===== config.mk =====
export PLATFORM = sky130hd
export DESIGN_NAME = add_tree_pipe_flat
export DESIGN_NICKNAME = d
export VERILOG_FILES = /design/src/rtl/add_tree_pipe_pkg.sv /design/src/rtl/add_tree_pipe_if.sv /design/src/rtl/add_tree_level.sv /design/src/rtl/add_tree_pipe.sv /design/src/flat_wrapper.sv
export SDC_FILE = /design/constraint.sdc
export NUM_CORES = 1
export LEC_CHECK = 0
export CORE_MARGIN = 3
export CORE_UTILIZATION = 35
export CTS_CLUSTER_DIAMETER = 50
export DETAILED_ROUTE_END_ITERATION = 6
export SLEW_MARGIN = 20
export SYNTH_ARGS = -nofsm -noshare
export SYNTH_HDL_FRONTEND = slang
export SYNTH_SLANG_ARGS = --single-unit

===== constraint.sdc =====
create_clock -name clock -period 1.9 [get_ports clock]
set_input_delay 0.285 -clock clock [delete_from_list [all_inputs] [get_ports clock]]
set_output_delay 0.285 -clock clock [all_outputs]
set_load 0.1 [all_outputs]

===== src/rtl/add_tree_pipe_pkg.sv =====
// Shared width arithmetic and operand extension for the pipelined adder tree.
// Pure constant functions; no state. Not in the data path on its own.
package add_tree_pkg;

    // Wide enough for any legal SUM_W (32 + 4 bits).
    localparam int EXT_W = 48;

    function automatic int clog2(input int v);
        int r;
        r = 0;
        while ((1 << r) < v) r++;
        return r;
    endfunction

    function automatic int sum_width(input int n_inputs, input int data_w);
        return data_w + clog2(n_inputs);
    endfunction

    function automatic int tree_levels(input int n_inputs);
        return clog2(n_inputs);
    endfunction

    // Operand count remaining after lvl pairwise levels (odd leftovers carried).
    function automatic int level_count(input int n_inputs, input int lvl);
        int c;
        c = n_inputs;
        for (int i = 0; i < lvl; i++) c = (c + 1) / 2;
        return c;
    endfunction

    function automatic int level_width(input int data_w, input int sum_w, input int lvl);
        return (data_w + lvl < sum_w) ? data_w + lvl : sum_w;
    endfunction

    // v holds a w-bit operand in its low bits; upper bits are filled by sign or zero.
    function automatic logic [EXT_W-1:0] extend(input logic [EXT_W-1:0] v, input int w,
                                                input bit sgn);
        logic [EXT_W-1:0] hi;
        hi = ~((EXT_W'(1) << w) - EXT_W'(1));
        if (sgn && (((v >> (w - 1)) & EXT_W'(1)) != '0)) return v | hi;
        return v & ~hi;
    endfunction

endpackage


===== src/rtl/add_tree_pipe_if.sv =====
// Operand-vector input stream and sum output stream of the adder tree.
// master = environment side, slave = adder tree side.
interface add_tree_pipe_if
    import add_tree_pkg::*;
#(
    parameter int N_INPUTS = 3,
    parameter int DATA_W   = 8
);
    localparam int SUM_W = sum_width(N_INPUTS, DATA_W);

    logic                         in_valid;
    logic                         in_ready;
    logic [N_INPUTS*DATA_W-1:0]   in_data;
    logic                         out_valid;
    logic                         out_ready;
    logic [SUM_W-1:0]             out_sum;

    modport master (output in_valid, in_data, out_ready,
                    input  in_ready, out_valid, out_sum);
    modport slave  (input  in_valid, in_data, out_ready,
                    output in_ready, out_valid, out_sum);
endinterface


===== src/rtl/add_tree_level.sv =====
// One registered pairwise-reduction level: adds operands (2k, 2k+1), carries an odd leftover.
// Latency 1 cycle; holds all state (data and valid) while advance is low.
module add_tree_level
    import add_tree_pkg::*;
#(
    parameter int N_IN        = 3,
    parameter int IN_W        = 8,
    parameter int SUM_W       = 10,
    parameter int SIGNED_MODE = 0
) (
    input  logic                                                 clock,
    input  logic                                                 nrst,
    input  logic                                                 advance,
    input  logic                                                 in_vld,
    input  logic [N_IN*IN_W-1:0]                                 in_dat,
    output logic                                                 out_vld,
    output logic [((N_IN+1)/2)*level_width(IN_W, SUM_W, 1)-1:0] out_dat
);
    localparam int N_OUT = (N_IN + 1) / 2;
    localparam int OUT_W = level_width(IN_W, SUM_W, 1);

    logic [N_OUT*OUT_W-1:0] sum_dat;

    // Partial sums always fit OUT_W, so truncating the extended operand is exact.
    for (genvar k = 0; k < N_OUT; k++) begin : g_pair
        logic [OUT_W-1:0] a_dat;
        logic [OUT_W-1:0] b_dat;

        assign a_dat = OUT_W'(extend(EXT_W'(in_dat[2*k*IN_W +: IN_W]), IN_W, SIGNED_MODE != 0));

        if (2*k + 1 < N_IN) begin : g_add
            assign b_dat = OUT_W'(extend(EXT_W'(in_dat[(2*k+1)*IN_W +: IN_W]), IN_W,
                                         SIGNED_MODE != 0));
        end else begin : g_carry
            assign b_dat = '0;
        end

        assign sum_dat[k*OUT_W +: OUT_W] = a_dat + b_dat;
    end

    always_ff @(posedge clock or negedge nrst) begin
        if (!nrst) begin
            out_vld <= 1'b0;
            out_dat <= '0;
        end else if (advance) begin
            out_vld <= in_vld;
            out_dat <= sum_dat;
        end
    end

endmodule


===== src/rtl/add_tree_pipe.sv =====
// Pipelined N-input adder tree: operand register followed by LEVELS pairwise levels.
// Latency LEVELS+1 cycles; whole pipe stalls together when the output is held (in_ready = advance).
module add_tree_pipe
    import add_tree_pkg::*;
#(
    parameter int N_INPUTS    = 3,
    parameter int DATA_W      = 8,
    parameter int SIGNED_MODE = 0
) (
    input  logic          clock,
    input  logic          nrst,
    add_tree_pipe_if.slave bus
);
    localparam int SUM_W  = sum_width(N_INPUTS, DATA_W);
    localparam int LEVELS = tree_levels(N_INPUTS);

    logic                       advance;
    logic                       op_vld;
    logic [N_INPUTS*DATA_W-1:0] op_dat;

    assign advance      = !bus.out_valid || bus.out_ready;
    assign bus.in_ready = advance;

    always_ff @(posedge clock or negedge nrst) begin
        if (!nrst) begin
            op_vld <= 1'b0;
            op_dat <= '0;
        end else if (advance) begin
            op_vld <= bus.in_valid;
            op_dat <= bus.in_data;
        end
    end

    for (genvar l = 0; l < LEVELS; l++) begin : g_lvl
        localparam int IN_N  = level_count(N_INPUTS, l);
        localparam int IN_W  = level_width(DATA_W, SUM_W, l);
        localparam int OUT_N = level_count(N_INPUTS, l + 1);
        localparam int OUT_W = level_width(DATA_W, SUM_W, l + 1);

        logic                   v_in;
        logic [IN_N*IN_W-1:0]   d_in;
        logic                   v_out;
        logic [OUT_N*OUT_W-1:0] d_out;

        if (l == 0) begin : g_src
            assign v_in = op_vld;
            assign d_in = op_dat;
        end else begin : g_src
            assign v_in = g_lvl[l-1].v_out;
            assign d_in = g_lvl[l-1].d_out;
        end

        add_tree_level #(
            .N_IN        (IN_N),
            .IN_W        (IN_W),
            .SUM_W       (SUM_W),
            .SIGNED_MODE (SIGNED_MODE)
        ) u_level (
            .clock   (clock),
            .nrst    (nrst),
            .advance (advance),
            .in_vld  (v_in),
            .in_dat  (d_in),
            .out_vld (v_out),
            .out_dat (d_out)
        );
    end

    assign bus.out_valid = g_lvl[LEVELS-1].v_out;
    assign bus.out_sum   = g_lvl[LEVELS-1].d_out;

endmodule

===== src/flat_wrapper.sv =====
// flat-port wrapper written by rule: the top's interface ports become plain ports
module add_tree_pipe_flat import add_tree_pkg::*;
#(
    parameter int N_INPUTS    = 3,
    parameter int DATA_W      = 8,
    parameter int SIGNED_MODE = 0
)
  (clock, nrst, bus_in_valid, bus_in_data, bus_out_ready, bus_in_ready, bus_out_valid, bus_out_sum);
  add_tree_pipe_if #(.N_INPUTS(N_INPUTS), .DATA_W(DATA_W)) bus_i ();
  input  logic clock;
  input  logic nrst;
  input wire logic [$bits(bus_i.in_valid)-1:0] bus_in_valid;
  input wire logic [$bits(bus_i.in_data)-1:0] bus_in_data;
  input wire logic [$bits(bus_i.out_ready)-1:0] bus_out_ready;
  output wire logic [$bits(bus_i.in_ready)-1:0] bus_in_ready;
  output wire logic [$bits(bus_i.out_valid)-1:0] bus_out_valid;
  output wire logic [$bits(bus_i.out_sum)-1:0] bus_out_sum;
  assign bus_i.in_valid = bus_in_valid;
  assign bus_i.in_data = bus_in_data;
  assign bus_i.out_ready = bus_out_ready;
  assign bus_in_ready = bus_i.in_ready;
  assign bus_out_valid = bus_i.out_valid;
  assign bus_out_sum = bus_i.out_sum;
  add_tree_pipe #(.N_INPUTS(N_INPUTS), .DATA_W(DATA_W), .SIGNED_MODE(SIGNED_MODE)) u_core (.clock(clock), .nrst(nrst), .bus(bus_i));
endmodule

==> results.py <==
metrics = {
    "outcome": {
        "status": "finished, violations left",
        "violations": "setup timing",
    },
    "yosys": {
        "synth_flop_cell": "dfrtp_1",
        "ys_seq_area_frac": 0.5180,
        "synthesis.nets": 334,
        "synth-seq-cells": 54,
        "yosys_warnings": 0,
        "netlist_instances": 288,
        "synth_edf_count": 0,
        "netlist-cell-type-count": 35,
        "synth_area_um2": 2609,
        "async_reset_ff_frac": 1.000,
        "syn_avg_cell_area_um2": 9.058,
    },
    "setup_path": {
        "critPathKind": "reg -> reg",
        "start_kind": "flip-flop",
        "path_cells": "ha_2 -> inv_2 -> fa_2 -> nor2b_4 -> o31a_1 -> o21a_1 -> or3_1 -> a31o_1",
        "path_delay_family": "compound AO/OA/AOI/OAI gates",
        "rrSetupSlack_ns": -0.08,
        "worstSetupEndpointType": "flip-flop",
        "slowest_delay_ns": 0.40,
        "arrival_ns": 2.18,
        "crit_path_top_delay_cell": "dfrtp_1",
        "crit_buf_inv": 1,
        "required_ns": 2.10,
        "worst-path-max-fanout": 3,
    },
    "power": {
        "p_per_area_nw_per_um2": 1715,
        "vdd_drop_max_mv": 0.4315,
        "p_leak_nw": 1.626,
    },
    "floorplanning": {
        "die-area_um2": 8526,
        "die_w_um": 92.34,
        "ios": 40,
        "initial_core_util": 0.3717,
        "core_um2": 7019,
        "rows": 30,
        "die_y_um": 92.34,
    },
    "clock_network": {
        "tritoncts": "yes",
        "cts_root_buf": "clkbuf_8",
        "cts.sinks": 54,
        "cts_htree_levels": 2,
        "clock_latency_ns": 0.30,
        "clkTransAtPathRegs_ns": 0.09,
        "clock_path_buffers": 2,
        "cts_inserted_buffers": 5,
    },
    "layout": {
        "finalNetCount": 383,
        "num-fill-cells": 691,
        "regArea_um2": 1353,
        "n_antenna_cell": 0,
        "mostFrequentLayoutCells": "120 x nand2_1, 53 x dfrtp_1, 26 x clkdlybuf4s50_1",
        "area_delta_synth_final_pct": 27.48,
        "stdcell_count": 434,
        "multi_input_area_um2": 1219,
        "post_route_cells_drive_above_1_share": 0.1361,
        "final_common_cell": "nand2_1",
        "final_util": 0.4738,
    },
    "routing": {
        "met3_length_um": 152,
        "drtPass1Iterations": 4,
        "dr.first_iter.drc_count": 63,
        "drc": 0,
        "drt-wirelength-per-cell_um": 11.38,
        "top_layer_used": "met4",
        "via_per_inst": 4.532,
        "met2_length_um": 2280,
        "ant_nets": 0,
        "drt_wl_total_um": 4941,
        "num_vias": 1967,
        "drt-met1-wl_um": 2428,
    },
    "sta": {
        "clock.fmax_mhz": 504.2,
        "tns_ns": -0.08343,
        "min_period_ns": 1.983,
        "slew_headroom": 0.6842,
        "finalSetupViolCount": 1,
        "finalMaxSlewViolations": 0,
        "hold_viol": 0,
        "rsz0062_at_grt": "yes",
        "fin_crit_sh": 1.044,
        "worstMarginPinSlew_ns": 0.4736,
        "setup_ws_ns": -0.08343,
        "fin_skew_ns": 0.004399,
    },
    "global_routing": {
        "grt_first_pass_wirelength_um": 8838,
        "gr-total-overflow": 0,
        "grt_max_degree": 57,
        "track_usage": 0.1270,
        "grt_pass1_vias": 1959,
        "antenna_found_initial": 0,
    },
    "run": {
        "maxCapViolations": 0,
    },
    "place": {
        "dpl.cell_count": 421,
        "dp_hpwl_um": 3584,
        "port_buffers": 39,
        "pre_cts_slack_ns": -0.07766,
        "place.gp.congestion": 0.8552,
    },
    "hold_path": {
        "hp-class": "in -> async",
    },
}
cell families (layout without fill, tap and decap cells):
logic type	Yosys count	count (layout)	synth area share
AND/OR/NAND/NOR	138	138	0.2110
XOR/XNOR	8	8	0.02686
buffers and inverters	19	69	0.02734
flip-flops	54	54	0.5180
AO/OA/AOI/OAI	51	51	0.1247
adder cells (fa/ha/maj)	18	18	0.09209
worst register-to-register path, delay by kind of cell, from the launching register on:
family / cells / cell delay, ns
DFF: 1 / 0.40
AOI/OAI and AO/OA: 3 / 0.66
buffers and inverters: 1 / 0.05
and+or+nand+nor: 2 / 0.34
adders and majority gates: 2 / 0.42
flip-flops by register name (all words and copies together), names as in the netlist:
signal                        cells
u_core.g_lvl.d_in                24
u_core.g_lvl.v_in                 1
u_core.g_lvl.u_level.out_vld      2
u_core.g_lvl.u_level.out_dat     27
cells in the mapped netlist (2+ instances only):
library cell | count | share of area
ha_1 | 16 | 0.077
xor2_1 | 5 | 0.017
o21a_1 | 3 | 0.0086
nand2b_1 | 2 | 0.0048
a21o_1 | 3 | 0.0086
a21oi_1 | 9 | 0.017
o21ai_0 | 19 | 0.036
a211oi_1 | 5 | 0.014
nor2_1 | 7 | 0.010
fa_1 | 2 | 0.015
buf_1 | 2 | 0.0029
nand2_1 | 120 | 0.17
xnor2_1 | 3 | 0.010
o31ai_1 | 2 | 0.0058
dfrtp_1 | 54 | 0.52
clkbuf_1 | 9 | 0.013
inv_1 | 7 | 0.010
nor3_1 | 3 | 0.0058
routing by layer:
metal	vias to the layer above	GRT usage
met5	-	0
met4	0	0.04827
met3	8	0.02518
met2	29	0.2054
met1	887	0.1680
li1	1043	-
final timing paths:
kind | from | end | depth (start not counted)
worst max-delay path | u_core.g_lvl[0].u_level.out_dat[0] | u_core.g_lvl[1].u_level.out_dat[6] | 8
worst min-delay path | nrst | u_core.g_lvl[0].d_in[14] | 2
worst max register to register | u_core.g_lvl[0].u_level.out_dat[0] | u_core.g_lvl[1].u_level.out_dat[6] | 8
worst min register to register | u_core.g_lvl[0].u_level.out_vld | u_core.g_lvl[0].u_level.out_vld | 2
max in group asynchronous | nrst | u_core.g_lvl[1].u_level.out_vld | 3
min in group clock | u_core.g_lvl[0].u_level.out_vld | u_core.g_lvl[0].u_level.out_vld | 2
stage by stage:
step / power, mW / hold WS, ns / cell area [um^2]
after floorplan: 4.188 / -0.01059 / 2616
after global placement: 4.958 / 0.2698 / 3174
after detailed placement: 5.006 / 0.2735 / 3174
after CTS: 5.697 / 0.4736 / 3287
after global routing: 6.195 / 0.4888 / 3326
final: 5.703 / 0.4616 / 3326
area by class of cell:
type,instances,area share
multi-input combinational,215,0.3664
inverter,8,0.009029
sequential,54,0.4067
clock buffer,7,0.02596
tap,96,0.03612
clock inverter,1,0.001505
timing repair buffer,53,0.1543
where the power goes:
group	switching, mW	internal [mW]	leakage, nW
Combinational	2.04	1.19	0.932
Sequential	0.243	1.57	0.646
Clock	0.356	0.295	0.0482
Total	2.64	3.06	1.63
repair_timing:
action,4_1_cts,5_1_grt
hold buffers,1,0
resized for setup,1,6
setup buffers,1,3
endpoints found under the setup margin,3,9
hold endpoints to repair,19,0
pin swaps,2,4
(Power assumes the default switching activity.)
